<file path="src/rtl/serial_alu_ctrl.sv">
// rtl/serial_alu_ctrl.sv - bit-serial sequencer driving an external 1-bit ALU slice
//
// Purpose: latches an N-bit operation (NOR/XOR/ADD/SUB), feeds it LSB first
// to an external 1-bit slice over N cycles, and reassembles the result.
// Optional feature macro: SERIAL_ALU_OVF_EN adds the signed-overflow output ovf.
//
// Ports:
//   clk, rst_n          clock, asynchronous active-low reset
//   start, op, a_in,    operation request (accepted in IDLE or DONE),
//   b_in                opcode (00 NOR, 01 XOR, 10 ADD, 11 SUB) and operands
//   busy, done          operation in progress / one-cycle completion pulse
//   result, cout_out    final word and carry, held until the next completion
//   alu_a, alu_b,       current bit pair, carry-in and opcode to the slice
//   alu_cin, alu_op
//   alu_s, alu_cout     slice sum and carry outputs
//   ovf                 (SERIAL_ALU_OVF_EN only) signed overflow for ADD/SUB

module serial_alu_ctrl #(
    parameter int N = 8
) (
    input  logic         clk,
    input  logic         rst_n,
    input  logic         start,
    input  logic [1:0]   op,
    input  logic [N-1:0] a_in,
    input  logic [N-1:0] b_in,
    output logic         busy,
    output logic         done,
    output logic [N-1:0] result,
    output logic         cout_out,
    output logic         alu_a,
    output logic         alu_b,
    output logic         alu_cin,
    output logic [1:0]   alu_op,
    input  logic         alu_s,
    input  logic         alu_cout
`ifdef SERIAL_ALU_OVF_EN
    ,
    output logic         ovf
`endif
);

    localparam int            CW   = $clog2(N);
    localparam logic [CW-1:0] LAST = CW'(N - 1);

    typedef enum logic [1:0] {S_IDLE, S_RUN, S_DONE} state_t;

    state_t        state_q, state_d;
    logic [N-1:0]  a_q, a_d;
    logic [N-1:0]  b_q, b_d;
    logic [N-1:0]  sh_q, sh_d;
    logic [N-1:0]  res_q, res_d;
    logic [CW-1:0] cnt_q, cnt_d;
    logic          carry_q, carry_d;
    logic [1:0]    op_q, op_d;
    logic          cout_q, cout_d;
`ifdef SERIAL_ALU_OVF_EN
    logic          ovf_q, ovf_d;
`endif

    always_comb begin
        state_d = state_q;
        a_d     = a_q;
        b_d     = b_q;
        sh_d    = sh_q;
        res_d   = res_q;
        cnt_d   = cnt_q;
        carry_d = carry_q;
        op_d    = op_q;
        cout_d  = cout_q;
`ifdef SERIAL_ALU_OVF_EN
        ovf_d   = ovf_q;
`endif
        case (state_q)
            S_IDLE, S_DONE: begin
                if (start) begin
                    a_d     = a_in;
                    b_d     = b_in;
                    op_d    = op;
                    cnt_d   = '0;
                    // SUB is A + ~B + 1: the +1 enters as the initial carry.
                    carry_d = (op == 2'b11);
                    state_d = S_RUN;
                end else if (state_q == S_DONE) begin
                    state_d = S_IDLE;
                end
            end
            S_RUN: begin
                a_d     = a_q >> 1;
                b_d     = b_q >> 1;
                sh_d    = N'({alu_s, sh_q} >> 1);
                carry_d = alu_cout;
                if (cnt_q == LAST) begin
                    // Counter holds here so it never wraps for power-of-two N.
                    res_d   = N'({alu_s, sh_q} >> 1);
                    cout_d  = op_q[1] & alu_cout;
`ifdef SERIAL_ALU_OVF_EN
                    // Carry into vs. out of the MSB differ on signed overflow.
                    ovf_d   = op_q[1] & (carry_q ^ alu_cout);
`endif
                    state_d = S_DONE;
                end else begin
                    cnt_d = cnt_q + CW'(1);
                end
            end
            default: state_d = S_IDLE;
        endcase
    end

    always_ff @(posedge clk or negedge rst_n) begin
        if (!rst_n) begin
            state_q <= S_IDLE;
            a_q     <= '0;
            b_q     <= '0;
            sh_q    <= '0;
            res_q   <= '0;
            cnt_q   <= '0;
            carry_q <= 1'b0;
            op_q    <= 2'b00;
            cout_q  <= 1'b0;
`ifdef SERIAL_ALU_OVF_EN
            ovf_q   <= 1'b0;
`endif
        end else begin
            state_q <= state_d;
            a_q     <= a_d;
            b_q     <= b_d;
            sh_q    <= sh_d;
            res_q   <= res_d;
            cnt_q   <= cnt_d;
            carry_q <= carry_d;
            op_q    <= op_d;
            cout_q  <= cout_d;
`ifdef SERIAL_ALU_OVF_EN
            ovf_q   <= ovf_d;
`endif
        end
    end

    assign busy     = (state_q == S_RUN);
    assign done     = (state_q == S_DONE);
    assign result   = res_q;
    assign cout_out = cout_q;
    assign alu_a    = a_q[0];
    assign alu_b    = b_q[0];
    assign alu_cin  = carry_q;
    assign alu_op   = op_q;
`ifdef SERIAL_ALU_OVF_EN
    assign ovf      = ovf_q;
`endif

endmodule

</file>
<file path="config.mk">
export PLATFORM = sky130hd
export DESIGN_NAME = serial_alu_ctrl
export DESIGN_NICKNAME = d
export VERILOG_FILES = /design/src/rtl/serial_alu_ctrl.sv
export SDC_FILE = /design/constraint.sdc
export NUM_CORES = 1
export LEC_CHECK = 0
export CORE_UTILIZATION = 25
export CTS_CLUSTER_DIAMETER = 30
export DETAILED_ROUTE_END_ITERATION = 7
export GPL_ROUTABILITY_DRIVEN = 1
export PLACE_DENSITY_LB_ADDON = 0.05
export SLEW_MARGIN = 0
export SYNTH_ARGS = -nofsm -noshare
export SYNTH_HDL_FRONTEND = slang
export SYNTH_SLANG_ARGS = --single-unit
export TNS_END_PERCENT = 100
</file>
<file path="constraint.sdc">
create_clock -name clk -period 2.9 [get_ports clk]
set_input_delay 0.58 -clock clk [delete_from_list [all_inputs] [get_ports clk]]
set_output_delay 0.58 -clock clk [all_outputs]
set_load 0.05 [all_outputs]
</file>
==> flow_summary.json <==
{
  "outcome": "finished, violations left",
  "violations": "DRC",
  "track_usage": 0.113,
  "cp_num_cells": 2,
  "synth_cell_types": 22,
  "drv_slew": 0,
  "switching_share": 0.433,
  "ys_warn_count": 0,
  "io_pins": 39,
  "syn_nets": 193,
  "grt_max_degree": 41,
  "drc": 2,
  "power_switching_uw": 1130,
  "clkTransAtPathRegs_ns": 0.08,
  "grt_pass1_wl_mm": 6.20,
  "cts-resized-gates": 0,
  "synthCells": 168,
  "cts_buffers": 5,
  "cts_sinks": 40,
  "detailroute.via_count": 1267,
  "hpwl_mm": 2.50,
  "powerDensity_mw_per_mm2": 1180,
  "crit_chain": "nor2b_1 -> clkdlybuf4s50_1",
  "ys_async_sr_fraction": 1.00,
  "initial_core_util": 0.264,
  "power_frac_seq": 0.374,
  "die_area_mm2": 0.00715,
  "hp-class": "primary input to async pin",
  "port_buffers": 38,
  "ys_top_cells_by_area": "dfrtp_1 59%, nand2_1 13%, mux2_2 5.3%, a31oi_1 5.1%, nor2_1 3.1%",
  "grt_pass1_vias": 1262,
  "min_period_ns": 2.24,
  "clkLatencyLatePin_ns": 0.29,
  "cts_setup_buffers": 0,
  "reg2reg_slack_ns": 1.12,
  "tightest_slew_ns": 0.917,
  "rsz0062_at_grt": "false",
  "gp_congestion": 0.740,
  "setup.worst_path.end_class": "output pin",
  "synth_seq_cells": 40,
  "first_iter_violations": 54,
  "die-height_um": 84.6,
  "yosys.area.top_type": "dfrtp_1",
  "p_leak_uw": 0.00102,
  "yosysSeqAreaShare": 0.587,
  "post_route_cells_drive_above_1_share": 0.132,
  "synth_area_mm2": 0.00170,
  "max-vdd-ir-drop_v": 0.000323,
  "cp_top_family": "buffers and inverters",
  "rows": 29,
  "area_growth_pct": 30.1,
  "dr.pass1.iters": 8,
  "reg2regPathDepth": 4,
  "postSynthAreaPerCell_um2": 10.1,
  "synth-edff-count": 0,
  "die_w_um": 84.6,
  "slew_headroom": 0.388,
  "ant_nets": 0,
  "cp.required_ns": 2.32,
  "hold_buffers": 0,
  "root_buffer": "clkbuf_8",
  "wl_per_cell_um": 13.3,
  "netlist.area_leader.share": 0.587,
  "grt-ovfl-total": 0,
  "finalHoldViolations": 0,
  "fin_ws_ns": 0.657,
  "wirelength_mm": 3.75,
  "fillers": 689,
  "worstSetupStartpointType": "flip-flop",
  "core_area_mm2": 0.00646,
  "avgViaCountPerCell": 4.49,
  "ys.flop_type": "dfrtp_1",
  "fmax_mhz": 446,
  "final.setup.tns_ns": 0,
  "intPower_uw": 1480,
  "crit_slowest_cell": "clkdlybuf4s50_1",
  "crit_arrival_ns": 1.66,
  "clockBufferDepth": 2,
  "cts_tree": "done",
  "clockPowerShare": 0.152,
  "n_antenna_cell": 0,
  "antenna_found_initial": 0,
  "crit_buf_inv": 1,
  "critPathKind": "flip-flop to output pin",
  "cpPeakStageDelay_ns": 0.81,
  "combPwrFrac": 0.474,
  "setup_viol": 0,
  "maxCapViolations": 0,
  "finalCritPeriodShare": 0.774,
  "fin_nets": 230,
  "skew_ns": 0.00401,
  "post-place-ws_ns": 0.886,
  "crit_path_max_fanout": 6,
  "cts_max_level": 2
}
==> routing by layer <==
metal,vias to the layer above,GRT usage,wire length (µm)
li1,623,-,-
met2,32,0.173,1640
met1,605,0.151,1850
met3,7,0.0305,182
met5,-,0,0
met4,0,0.0508,74
==> final timing paths <==
path                            startpoint         to
worst max register to register    cnt_q[0]  result[6]
max in group asynchronous            rst_n     b_q[2]
worst max-delay path            state_q[0]       done
worst min-delay path                 rst_n    sh_q[4]
min in group clk                 alu_op[0]  alu_op[0]
worst min register to register   alu_op[0]  alu_op[0]
==> placed cells by master (no fill, tap or decap) <==
master | Yosys | layout
a221o_1 | 1 | 1
a22o_1 | 2 | 2
a31oi_1 | 14 | 14
and3_1 | 1 | 1
buf_2 | 6 | 1
buf_4 | 2 | 3
clkbuf_8 | 0 | 7
clkdlybuf4s50_1 | 0 | 36
clkinv_4 | 1 | 1
dfrtp_1 | 40 | 40
ha_1 | 2 | 2
inv_1 | 3 | 3
mux2_2 | 8 | 8
nand2_1 | 58 | 58
nand2b_1 | 2 | 2
nand3_2 | 3 | 3
nand3b_1 | 1 | 1
nor2_1 | 14 | 14
nor2_2 | 1 | 1
nor2b_1 | 2 | 2
o21ai_0 | 1 | 1
o21ai_2 | 3 | 3
or3b_1 | 1 | 1
==> flip-flops by register name, summed over array words and instances, names as in the netlist <==
signal / cells
a_q: 8
alu_cin: 1
alu_op: 2
b_q: 8
cnt_q: 3
cout_out: 1
result: 8
sh_q: 7
state_q: 2
==> layout make-up <==
cell class | instances | area [µm²] | share of cell area
Clock buffer | 7 | 96.3 | 0.0435
Tap cell | 77 | 96.3 | 0.0435
Sequential cell | 40 | 1000 | 0.451
Multi-Input combinational cell | 114 | 616 | 0.278
Inverter | 4 | 20.0 | 0.00903
Timing Repair Buffer | 40 | 388 | 0.175
==> Yosys cell counts (3+ instances only) <==
master and number:
a31oi_1 14, buf_2 6, dfrtp_1 40, inv_1 3, mux2_2 8, nand2_1 58
nand3_2 3, nor2_1 14, o21ai_2 3
==> power by group through the flow <==
stage,sequential [µW],combinational [µW],clock (µW)
2_1_floorplan,1260,626,0
3_3_place_gp,980,1240,0
3_5_place_dp,984,1260,0
4_1_cts,979,1260,422
5_1_grt,1010,1350,436
6_report,976,1240,398
==> per-stage QoR <==
stage	cells	cell area [µm²]	util	total power, µW	hold WS [ns]
finish	282	2220	0.343	2610	0.417
floorplan	168	1700	-	1890	0.284
detailed placement	275	2120	0.328	2240	0.466
CTS	282	2220	0.343	2660	0.466
global route	282	2220	0.343	2800	0.507
global placement	275	2120	0.328	2220	0.465
==> cells by family (layout without fill, tap and decap cells) <==
kind of cell	Yosys count	count (layout)	share of synthesized area
buffers and inverters	14	51	0.0514
muxes	8	8	0.0529
and+or+nand+nor	83	83	0.208
DFF	40	40	0.587
AOI/OAI and AO/OA	21	21	0.0859
adders and majority gates	2	2	0.0147
Power figures use the tool's default switching activity.
